===== src/rtl/mmio_responder_pkg.sv =====
// mmio_responder_pkg
//   Shared constants for the MMIO responder: register addresses, status
//   register bit positions, rx buffer depths and the address decoder.
//   Imported by mmio_responder and mmio_rx_fifo.
package mmio_responder_pkg;

    // Register map (full 32-bit byte addresses; bit 31 marks MMIO space).
    localparam logic [31:0] ADDR_STATUS = 32'h8000_0000;
    localparam logic [31:0] ADDR_RX     = 32'h8000_0004;
    localparam logic [31:0] ADDR_TX     = 32'h8000_0008;
    localparam logic [31:0] ADDR_CYC    = 32'h8000_0010;
    localparam logic [31:0] ADDR_INST   = 32'h8000_0014;
    localparam logic [31:0] ADDR_CLR    = 32'h8000_0018;

    // Status register bit positions.
    localparam int STAT_TX_FREE  = 0;
    localparam int STAT_RX_AVAIL = 1;

    // Rx storage depth with and without the FIFO option.
    localparam int RX_DEPTH_FIFO = 4;
    localparam int RX_DEPTH_REG  = 1;

    typedef enum logic [2:0] {
        REG_NONE,
        REG_STATUS,
        REG_RX,
        REG_TX,
        REG_CYC,
        REG_INST,
        REG_CLR
    } mmio_reg_e;

    // Anything outside MMIO space, or an unmapped MMIO address, decodes to
    // REG_NONE, which reads as zero and has no write side effect.
    function automatic mmio_reg_e decode_addr(input logic [31:0] a);
        if (!a[31]) begin
            return REG_NONE;
        end
        case (a)
            ADDR_STATUS: return REG_STATUS;
            ADDR_RX:     return REG_RX;
            ADDR_TX:     return REG_TX;
            ADDR_CYC:    return REG_CYC;
            ADDR_INST:   return REG_INST;
            ADDR_CLR:    return REG_CLR;
            default:     return REG_NONE;
        endcase
    endfunction

endpackage


===== src/rtl/mmio_responder_rx_fifo.sv =====
// mmio_rx_fifo
//   Byte storage for the UART receive path. DEPTH=1 is a single holding
//   register (full whenever a byte is held); DEPTH=4 is a circular FIFO.
//   DEPTH must be 1 or a power of two so pointers wrap naturally.
// Ports:
//   clk        - clock
//   reset      - asynchronous active-high reset, empties the storage
//   push       - capture push_data this cycle (ignored when full)
//   push_data  - byte to capture
//   pop        - drop the oldest byte this cycle (ignored when empty)
//   head       - oldest byte (undefined content when empty)
//   avail      - at least one byte held
//   full       - no room for another byte
module mmio_rx_fifo
    import mmio_responder_pkg::*;
#(
    parameter int DEPTH = RX_DEPTH_REG
) (
    input  logic       clk,
    input  logic       reset,
    input  logic       push,
    input  logic [7:0] push_data,
    input  logic       pop,
    output logic [7:0] head,
    output logic       avail,
    output logic       full
);

    logic push_ok;
    logic pop_ok;

    assign push_ok = push && !full;
    assign pop_ok  = pop && avail;

    generate
        if (DEPTH == 1) begin : g_reg
            logic [7:0] data_q;
            logic       valid_q;

            // Pop and push cannot coincide here: push needs the register
            // empty and pop needs it full.
            always_ff @(posedge clk or posedge reset) begin
                if (reset) begin
                    data_q  <= 8'h00;
                    valid_q <= 1'b0;
                end else begin
                    if (pop_ok) begin
                        valid_q <= 1'b0;
                    end
                    if (push_ok) begin
                        valid_q <= 1'b1;
                        data_q  <= push_data;
                    end
                end
            end

            assign head  = data_q;
            assign avail = valid_q;
            assign full  = valid_q;
        end else begin : g_fifo
            localparam int PTR_W = $clog2(DEPTH);
            localparam int CNT_W = $clog2(DEPTH + 1);
            localparam logic [CNT_W-1:0] FULL_CNT = CNT_W'(DEPTH);

            logic [7:0]       mem [DEPTH];
            logic [PTR_W-1:0] rd_ptr;
            logic [PTR_W-1:0] wr_ptr;
            logic [CNT_W-1:0] count;

            always_ff @(posedge clk or posedge reset) begin
                if (reset) begin
                    rd_ptr <= '0;
                    wr_ptr <= '0;
                    count  <= '0;
                end else begin
                    if (pop_ok) begin
                        rd_ptr <= rd_ptr + 1'b1;
                    end
                    if (push_ok) begin
                        wr_ptr <= wr_ptr + 1'b1;
                    end
                    count <= count + CNT_W'(push_ok) - CNT_W'(pop_ok);
                end
            end

            // Storage needs no reset: emptiness is tracked by count alone.
            always_ff @(posedge clk) begin
                if (push_ok) begin
                    mem[wr_ptr] <= push_data;
                end
            end

            assign head  = mem[rd_ptr];
            assign avail = (count != '0);
            assign full  = (count == FULL_CNT);
        end
    endgenerate

endmodule


===== src/rtl/mmio_responder.sv =====
// mmio_responder
//   Memory-mapped I/O block on the data side of the pipeline. Accesses with
//   addr[31]=1 hit this block instead of the DCache. Provides a UART byte
//   source/sink, a free-running cycle counter and a retired-instruction
//   counter. Loads return data one cycle after re, matching DCache timing.
//   Build option: define MMIO_RX_FIFO_EN for a 4-entry rx FIFO; otherwise
//   rx uses a single byte register.
// Ports:
//   clk, reset               - clock, asynchronous active-high reset
//   addr, wdata, we, st_size - store/load address, store data, store strobe,
//                              store size (unused: all registers are word or
//                              byte wide and tx takes wdata[7:0])
//   re                       - load strobe
//   inst_valid               - one instruction retired this cycle
//   rdata, mmio_sel          - registered load data and writeback select
//   uart_tx_data/valid/ready - byte stream toward the UART transmitter
//   uart_rx_data/valid/ready - byte stream from the UART receiver
module mmio_responder
    import mmio_responder_pkg::*;
(
    input  logic        clk,
    input  logic        reset,
    input  logic [31:0] addr,
    input  logic [31:0] wdata,
    input  logic        we,
    input  logic [1:0]  st_size,
    input  logic        re,
    input  logic        inst_valid,
    output logic [31:0] rdata,
    output logic        mmio_sel,
    output logic [7:0]  uart_tx_data,
    output logic        uart_tx_valid,
    input  logic        uart_tx_ready,
    input  logic [7:0]  uart_rx_data,
    input  logic        uart_rx_valid,
    output logic        uart_rx_ready
);

`ifdef MMIO_RX_FIFO_EN
    localparam int RX_DEPTH = RX_DEPTH_FIFO;
`else
    localparam int RX_DEPTH = RX_DEPTH_REG;
`endif

    mmio_reg_e   reg_sel;
    logic        tx_wr;
    logic        cnt_clr;
    logic        rx_push;
    logic        rx_pop;
    logic [7:0]  rx_head;
    logic        rx_avail;
    logic        rx_full;
    logic [31:0] cyc_cnt;
    logic [31:0] inst_cnt;
    logic [31:0] rd_val;
    logic        unused_bits;

    assign unused_bits = ^{st_size, wdata[31:8]};

    assign reg_sel = decode_addr(addr);
    assign tx_wr   = we && (reg_sel == REG_TX);
    assign cnt_clr = we && (reg_sel == REG_CLR);

    // ---------------- Load path ----------------
    always_comb begin
        rd_val = '0;
        case (reg_sel)
            REG_STATUS: begin
                rd_val[STAT_RX_AVAIL] = rx_avail;
                rd_val[STAT_TX_FREE]  = ~uart_tx_valid;
            end
            REG_RX:   rd_val[7:0] = rx_avail ? rx_head : 8'h00;
            REG_CYC:  rd_val = cyc_cnt;
            REG_INST: rd_val = inst_cnt;
            default:  rd_val = '0;
        endcase
    end

    // Load result holds until the next load; a non-MMIO load hands
    // writeback back to the DCache.
    always_ff @(posedge clk or posedge reset) begin
        if (reset) begin
            rdata    <= '0;
            mmio_sel <= 1'b0;
        end else if (re) begin
            rdata    <= rd_val;
            mmio_sel <= addr[31];
        end
    end

    // ---------------- Tx holding register ----------------
    // A write while the holder is occupied is dropped, including on the
    // handshake cycle itself (tx_free is still 0 then).
    always_ff @(posedge clk or posedge reset) begin
        if (reset) begin
            uart_tx_valid <= 1'b0;
            uart_tx_data  <= 8'h00;
        end else if (uart_tx_valid) begin
            if (uart_tx_ready) begin
                uart_tx_valid <= 1'b0;
            end
        end else if (tx_wr) begin
            uart_tx_valid <= 1'b1;
            uart_tx_data  <= wdata[7:0];
        end
    end

    // ---------------- Rx storage ----------------
    assign uart_rx_ready = ~rx_full;
    assign rx_push       = uart_rx_valid && uart_rx_ready;
    assign rx_pop        = re && (reg_sel == REG_RX) && rx_avail;

    mmio_rx_fifo #(
        .DEPTH (RX_DEPTH)
    ) u_rx_fifo (
        .clk       (clk),
        .reset     (reset),
        .push      (rx_push),
        .push_data (uart_rx_data),
        .pop       (rx_pop),
        .head      (rx_head),
        .avail     (rx_avail),
        .full      (rx_full)
    );

    // ---------------- Counters ----------------
    // Clear wins over the same-cycle increment.
    always_ff @(posedge clk or posedge reset) begin
        if (reset) begin
            cyc_cnt  <= '0;
            inst_cnt <= '0;
        end else if (cnt_clr) begin
            cyc_cnt  <= '0;
            inst_cnt <= '0;
        end else begin
            cyc_cnt  <= cyc_cnt + 32'd1;
            inst_cnt <= inst_cnt + {31'b0, inst_valid};
        end
    end

endmodule


===== config.mk =====
export PLATFORM = sky130hd
export DESIGN_NAME = mmio_responder
export DESIGN_NICKNAME = d
export VERILOG_FILES = /design/src/rtl/mmio_responder_pkg.sv /design/src/rtl/mmio_responder_rx_fifo.sv /design/src/rtl/mmio_responder.sv
export SDC_FILE = /design/constraint.sdc
export NUM_CORES = 1
export LEC_CHECK = 0
export CAP_MARGIN = 20
export CORE_MARGIN = 2
export CORE_UTILIZATION = 30
export CTS_CLUSTER_DIAMETER = 40
export DETAILED_ROUTE_END_ITERATION = 8
export MAX_ROUTING_LAYER = met4
export RECOVER_POWER = 100
export SETUP_SLACK_MARGIN = 0.02
export SLEW_MARGIN = 20
export SYNTH_ARGS = -nofsm -noshare
export SYNTH_HDL_FRONTEND = slang
export SYNTH_SLANG_ARGS = --single-unit

===== constraint.sdc =====
create_clock -name clk -period 9.51 [get_ports clk]
set_clock_uncertainty 0.15 [all_clocks]
set_input_delay 1.902 -clock clk [delete_from_list [all_inputs] [get_ports clk]]
set_output_delay 1.902 -clock clk [all_outputs]
set_load 0.1 [all_outputs]

==> results of run 1 <==
## layout by cell type, fill, tap and decap left out, types with 4 or more instances in the layout
| cell | count |
|---|---|
| nor4_1 | 10 |
| clkdlybuf4s50_1 | 49 |
| xor2_1 | 44 |
| o22ai_1 | 32 |
| mux2i_1 | 32 |
| a41oi_1 | 6 |
| xnor2_1 | 14 |
| and4_1 | 5 |
| mux2_2 | 17 |
| dfrtp_1 | 115 |
| nand4_1 | 25 |
| clkbuf_1 | 6 |
| clkbuf_16 | 17 |
| nor2_1 | 80 |
| nand2_1 | 15 |
| nand3_1 | 36 |
| inv_1 | 42 |
| and3_1 | 6 |
| nor2b_1 | 6 |
| dlygate4sd3_1 | 47 |
| clkinvlp_4 | 4 |
## cell type report
| cell class | count | area share [%] |
|---|---|---|
| multi-input combinational | 361 | 33.1 |
| tap | 229 | 3.89 |
| clock buffer | 22 | 6.30 |
| inverter | 43 | 2.21 |
| sequential | 115 | 39.1 |
| timing repair buffer | 102 | 13.6 |
| clock inverter | 9 | 1.77 |
## registers in the layout, summed over array words and instances (netlist names)
register         count
inst_cnt            32
u_rx_fifo.head       8
uart_tx_valid        1
rdata               32
u_rx_fifo.avail      1
uart_tx_data         8
cyc_cnt             32
mmio_sel             1
## path summary, 6_finish.rpt
| path | end | slack, ns |
|---|---|---|
| worst min-delay path | uart_tx_data[7] | 0.35 |
| worst max register to register | inst_cnt[26] | 7.04 |
| min in group asynchronous | uart_tx_data[4] | 2.30 |
| worst max-delay path | inst_cnt[31] | 4.06 |
| worst min register to register | uart_tx_data[7] | 0.35 |
| max in group asynchronous | inst_cnt[11] | 5.23 |
## kinds of logic after synthesis
| group | share of synthesized area [%] |
|---|---|
| AOI/OAI and AO/OA | 5.49 |
| xor gates and xnor gates | 9.11 |
| adders and majority gates | 0.673 |
| buffers and inverters | 4.78 |
| DFF | 51.6 |
| muxes | 9.17 |
| and+or+nand+nor | 19.2 |
## report_power, final
part | switching [mW] | total (mW) | internal, mW
clock | 0.220 | 0.642 | 0.422
combinational | 0.0488 | 0.0975 | 0.0487
sequential | 0.0243 | 0.533 | 0.509
## worst register-to-register path, stage by stage (launching register included)
cell and delay (ns):
dfrtp_1 0.34, ha_1 0.27, ha_1 0.31, and4_1 0.25
nor4b_2 0.49, nand4_1 0.18, xor2_1 0.18, nor2_1 0.06
## routing by layer
metal | track usage, % | wire [um] | vias to the layer above
li1 | - | - | 2092
met1 | 20.0 | 6450 | 2105
met2 | 23.3 | 6750 | 67
met3 | 3.08 | 385 | 18
met4 | 7.18 | 255 | 0
met5 | - | 0 | -
==> run_results.csv, run 1 <==
group,metric,value,unit
sta,holdWs,0.345,ns
worst_setup_path,crit_type,"in -> reg",
detailed_routing,vias,4282,
placed_design,dp_hpwl,9.62,mm
synth,synthArstFlopShare,100,%
grt,grt-ovfl-total,0,
detailed_routing,drt-vias-per-instance,4.86,
synth,synth_common_cells,"dfrtp_1, nor2_1, xor2_1",
die,io_pins,124,
synth,synth_area,5580,sq um
die,die_h,140,um
cts,numClockSinks,115,
pwr,vdd_ir_drop_max,0.120,mV
cts,clkTransAtPathRegs,0.05,ns
grt,grt_first_pass_wirelength,23.1,mm
detailed_routing,remaining_drc_errors,0,
synth,synth_area_leaders,"dfrtp_1, xor2_1, mux2i_1",
worst_setup_path,r2r_start,"inst_cnt[0]",
synth,synth_cell_types,37,
synth,synthFlopType,"dfrtp_1",
layout,antenna_cells,0,
grt,grt_usage,15.4,%
placed_design,gp_congestion,0.832,
worst_setup_path,cp_slowest_cell,"clkbuf_1",
pwr,power,1.27,mW
worst_hold_path,worstHoldPathType,"reg -> reg",
worst_setup_path,crit_cells,6,
layout,finalNonFillerCells,881,
die,dieWidth,140,um
die,dieArea,19700,sq um
sta,final.setup.tns,0,ns
worst_setup_path,crit_buf_inv,2,
synth,yosysSeqAreaShare,51.6,%
worst_setup_path,cp-startpoint,"addr[15]",
synth,synth_top_area_cell,"dfrtp_1",
sta,slew_headroom,-86.7,%
layout,fin_nets,724,
placed_design,dp.cells,850,
status,status,"finished with violations",
synth,synth.most_common_cell,"dfrtp_1",
worst_setup_path,crit_family,"buffers and inverters",
synth,synthesis.nets,629,
placed_design,portBuffers,97,
status,violations,"capacitance limit, slew limit",
synth,netlist_instances,545,
cts,cts_buffer_depth,2,
worst_setup_path,crit_fanout,64,
die,core_area,18100,sq um
layout,fill_cells,1733,
cts,clockRootBuffer,"clkbuf_16",
detailed_routing,drt_iter0_markers,261,
layout,drive_above_1_share,9.20,%
layout,multi_input_area,2440,sq um
cts,cts_tree,"done",
worst_setup_path,max_stage_delay,1.96,ns
synth,avgSynthCellArea,10.2,sq um
grt,grt_max_degree,74,
detailed_routing,wl_per_cell,15.7,um
detailed_routing,drtAntennaViolNets,0,
worst_setup_path,end_kind,"flip-flop",
pwr,leakagePower,3.32,nW
sta,rsz0062_at_grt,"no",
sta,period_share,57.3,%
sta,slew_violations,144,
cts,numCtsBuffers,17,
run,drv_cap,3,
worst_hold_path,min_from,"uart_tx_data[7]",
sta,tightest_slew,2.80,ns
die,start_util,30.8,%
cts,h-tree-depth,4,
sta,final-hold-violation-count,0,
sta,finalCriticalPeriod,5.45,ns
detailed_routing,drt-total-wl,13.8,mm
layout,final_area,7370,sq um
layout,syn_to_final_growth,32.0,%
layout,fin_util,40.7,%
worst_setup_path,cp_data_required_time,9.53,ns
cts,cts_resized,0,
synth,yosys_warnings,0,
cts,clock_latency,0.42,ns
grt,grt_pass1_vias,4392,
placed_design,placed_area,6780,sq um
worst_setup_path,cp_cell_sequence,"dlygate4sd3_1 > nor4_1 > and4_1 > and4_2 > clkbuf_1 > nor2_1",
cts,cts-hold-fix-buffers,0,
detailed_routing,firstDrtPassIters,4,
sta,max_freq,0.184,GHz
pwr,cellPowerDensity,173,nW/um^2
worst_setup_path,reg2reg_depth,7,
worst_setup_path,cp.arrival,5.47,ns
grt,grt_antenna_before_repair,0,
sta,finalSetupViolCount,0,
cts,post_cts_buffers,0,
synth,synth-seq-cells,115,
layout,regArea,2880,sq um
worst_hold_path,hold_depth,1,
placed_design,pre_cts_ws,5.09,ns
die,rows,49,
synth,synth-edff-count,0,
sta,timing.final.ws_setup,4.06,ns
synth,synth_top_area_share,51.6,%
worst_setup_path,crit_path_start_kind,"input port",
Note: power is estimated with default switching activity, not from simulation.
==> run 2: changes to the inputs <==
clock period = 5.2 ns   (was 9.51 ns; I/O delays follow)
==> run 2 against run 1 <==
The flow still finishes with violations (capacitance limit, slew limit); utilization fell by 0.45 points; critical path depth unchanged; die area is the same; power grew 71%; final area is 1.1% lower; wire length decreased by 1.0%; non-clock buffer count unchanged; setup slack worse by 2.8 ns; register-to-register slack lost 4.3 ns; worst hold slack improved by 0.0031 ns; via count increased by 0.82%; largest cell class unchanged; sequential share of layout area is 0.44 points higher.
==> run_results.csv, run 2 (synthesis gave the netlist of run 1 again) <==
group,metric,value,unit
layout,reg_top3,"cyc_cnt (32), inst_cnt (32), rdata (32)",
die,dieWidth,140,um
status,violations,"capacitance limit, slew limit",
grt,grt_usage,15.1,%
placed_design,gp_congestion,0.817,
pwr,cellPowerDensity,299,nW/um^2
placed_design,dp_hpwl,9.54,mm
sta,final.setup.tns,0,ns
die,rows,49,
cts,clkTransAtPathRegs,0.05,ns
worst_setup_path,cp_data_required_time,5.36,ns
grt,grt_pass1_vias,4398,
detailed_routing,drt-vias-per-instance,4.91,
worst_setup_path,crit_path_start_kind,"input port",
die,die_h,140,um
die,dieArea,19700,sq um
pwr,leakagePower,3.30,nW
sta,finalSetupViolCount,0,
detailed_routing,remaining_drc_errors,0,
die,io_pins,124,
detailed_routing,firstDrtPassIters,5,
detailed_routing,drt_iter0_markers,302,
detailed_routing,drtAntennaViolNets,0,
worst_setup_path,crit_type,"in -> reg",
cts,cts_resized,0,
cts,numCtsBuffers,17,
cts,numClockSinks,115,
cts,post_cts_buffers,0,
worst_setup_path,crit_cells,6,
detailed_routing,drt-total-wl,13.7,mm
layout,fin_nets,724,
sta,rsz0062_at_grt,"no",
cts,cts-hold-fix-buffers,0,
worst_setup_path,cp.arrival,4.08,ns
grt,grt_max_degree,65,
cts,h-tree-depth,4,
cts,cts_buffer_depth,2,
die,core_area,18100,sq um
worst_setup_path,crit_fanout,34,
cts,cts_tree,"done",
grt,grt_first_pass_wirelength,22.8,mm
worst_setup_path,crit_top_cell,"clkbuf_1",
worst_hold_path,worstHoldPathType,"reg -> reg",
layout,final_area,7280,sq um
sta,tightest_slew,2.74,ns
grt,grt-ovfl-total,0,
layout,fill_cells,1746,
layout,finalNonFillerCells,880,
sta,final-hold-violation-count,0,
run,drv_cap,2,
worst_setup_path,crit_buf_inv,3,
layout,antenna_cells,0,
worst_setup_path,max_stage_delay,1.19,ns
cts,clockRootBuffer,"clkbuf_16",
placed_design,portBuffers,97,
pwr,vdd_ir_drop_max,0.226,mV
worst_setup_path,end_kind,"flip-flop",
sta,period_share,75.4,%
worst_setup_path,cp_cell_sequence,"dlygate4sd3_1 > clkbuf_1 > nor2b_1 > nand4_1 > clkbuf_1 > o22ai_1",
grt,grt_antenna_before_repair,0,
cts,clock_latency,0.41,ns
detailed_routing,vias,4317,
sta,max_freq,0.255,GHz
layout,layout_common_cells,"dfrtp_1, nor2_1, clkdlybuf4s50_1, dlygate4sd3_1, xor2_1",
detailed_routing,wl_per_cell,15.6,um
worst_setup_path,crit_family,"buffers and inverters",
placed_design,dp.cells,850,
layout,mostFrequentLayoutCell,"dfrtp_1",
worst_setup_path,reg2reg_depth,6,
sta,finalCriticalPeriod,3.92,ns
status,status,"finished with violations",
sta,slew_headroom,-83.4,%
worst_hold_path,hold_depth,1,
layout,syn_to_final_growth,30.6,%
sta,slew_violations,100,
worst_setup_path,cp_slowest_cell,"clkbuf_1",
die,start_util,30.8,%
layout,drive_above_1_share,8.91,%
placed_design,placed_area,6770,sq um
-- run 2: through the flow --
step	power [mW]	hold slack (ns)	utilization, %	setup WS [ns]
after detailed placement	1.17	0.337	37.4	1.56
after floorplan	1.09	0.322	-	0.966
after global placement	1.17	0.336	37.4	1.61
after global routing	2.27	0.362	40.3	0.948
after CTS	2.21	0.349	40.3	1.81
final	2.18	0.349	40.3	1.28
-- run 2: path summary, 6_finish.rpt --
path / startpoint / to / slack, ns
max in group asynchronous: reset / cyc_cnt[6] / 1.56
setup reg to reg: cyc_cnt[0] / cyc_cnt[28] / 2.76
hold / removal: u_rx_fifo.head[1] / u_rx_fifo.head[1] / 0.35
min in group asynchronous: reset / cyc_cnt[16] / 1.71
hold reg to reg: u_rx_fifo.head[1] / u_rx_fifo.head[1] / 0.35
setup / recovery: re / rdata[23] / 1.28
-- run 2: area by class of cell --
type / instances / area [sq um] / area share (%)
Inverter: 43 / 163 / 2.23
Sequential cell: 115 / 2880 / 39.5
Tap cell: 229 / 287 / 3.93
Clock buffer: 25 / 495 / 6.80
Multi-Input combinational cell: 361 / 2440 / 33.5
Timing Repair Buffer: 102 / 996 / 13.7
Clock inverter: 5 / 27.5 / 0.378
-- run 2: metal layers --
layer	wire length (um)	track usage (%)	part of all wire [%]
met4	414	7.23	3.0
met3	449	3.11	3.3
met2	6440	23.0	47
met5	0	-	0
met1	6390	19.3	47
-- run 2: report_power, final --
| part | total [mW] | switching [mW] | internal [mW] | leakage (nW) |
|---|---|---|---|---|
| clock network | 1.03 | 0.377 | 0.648 | 0.259 |
| registers | 0.977 | 0.0459 | 0.931 | 1.55 |
| logic | 0.175 | 0.0869 | 0.0883 | 1.49 |
| total | 2.18 | 0.509 | 1.67 | 3.30 |
-- run 2: worst reg2reg max path, delay by kind of cell, from the launching register on --
family	cells	cell delay, ns
simple gates	4	1.25
flops	1	0.44
fa+ha+maj	1	0.23
xor+xnor	1	0.19
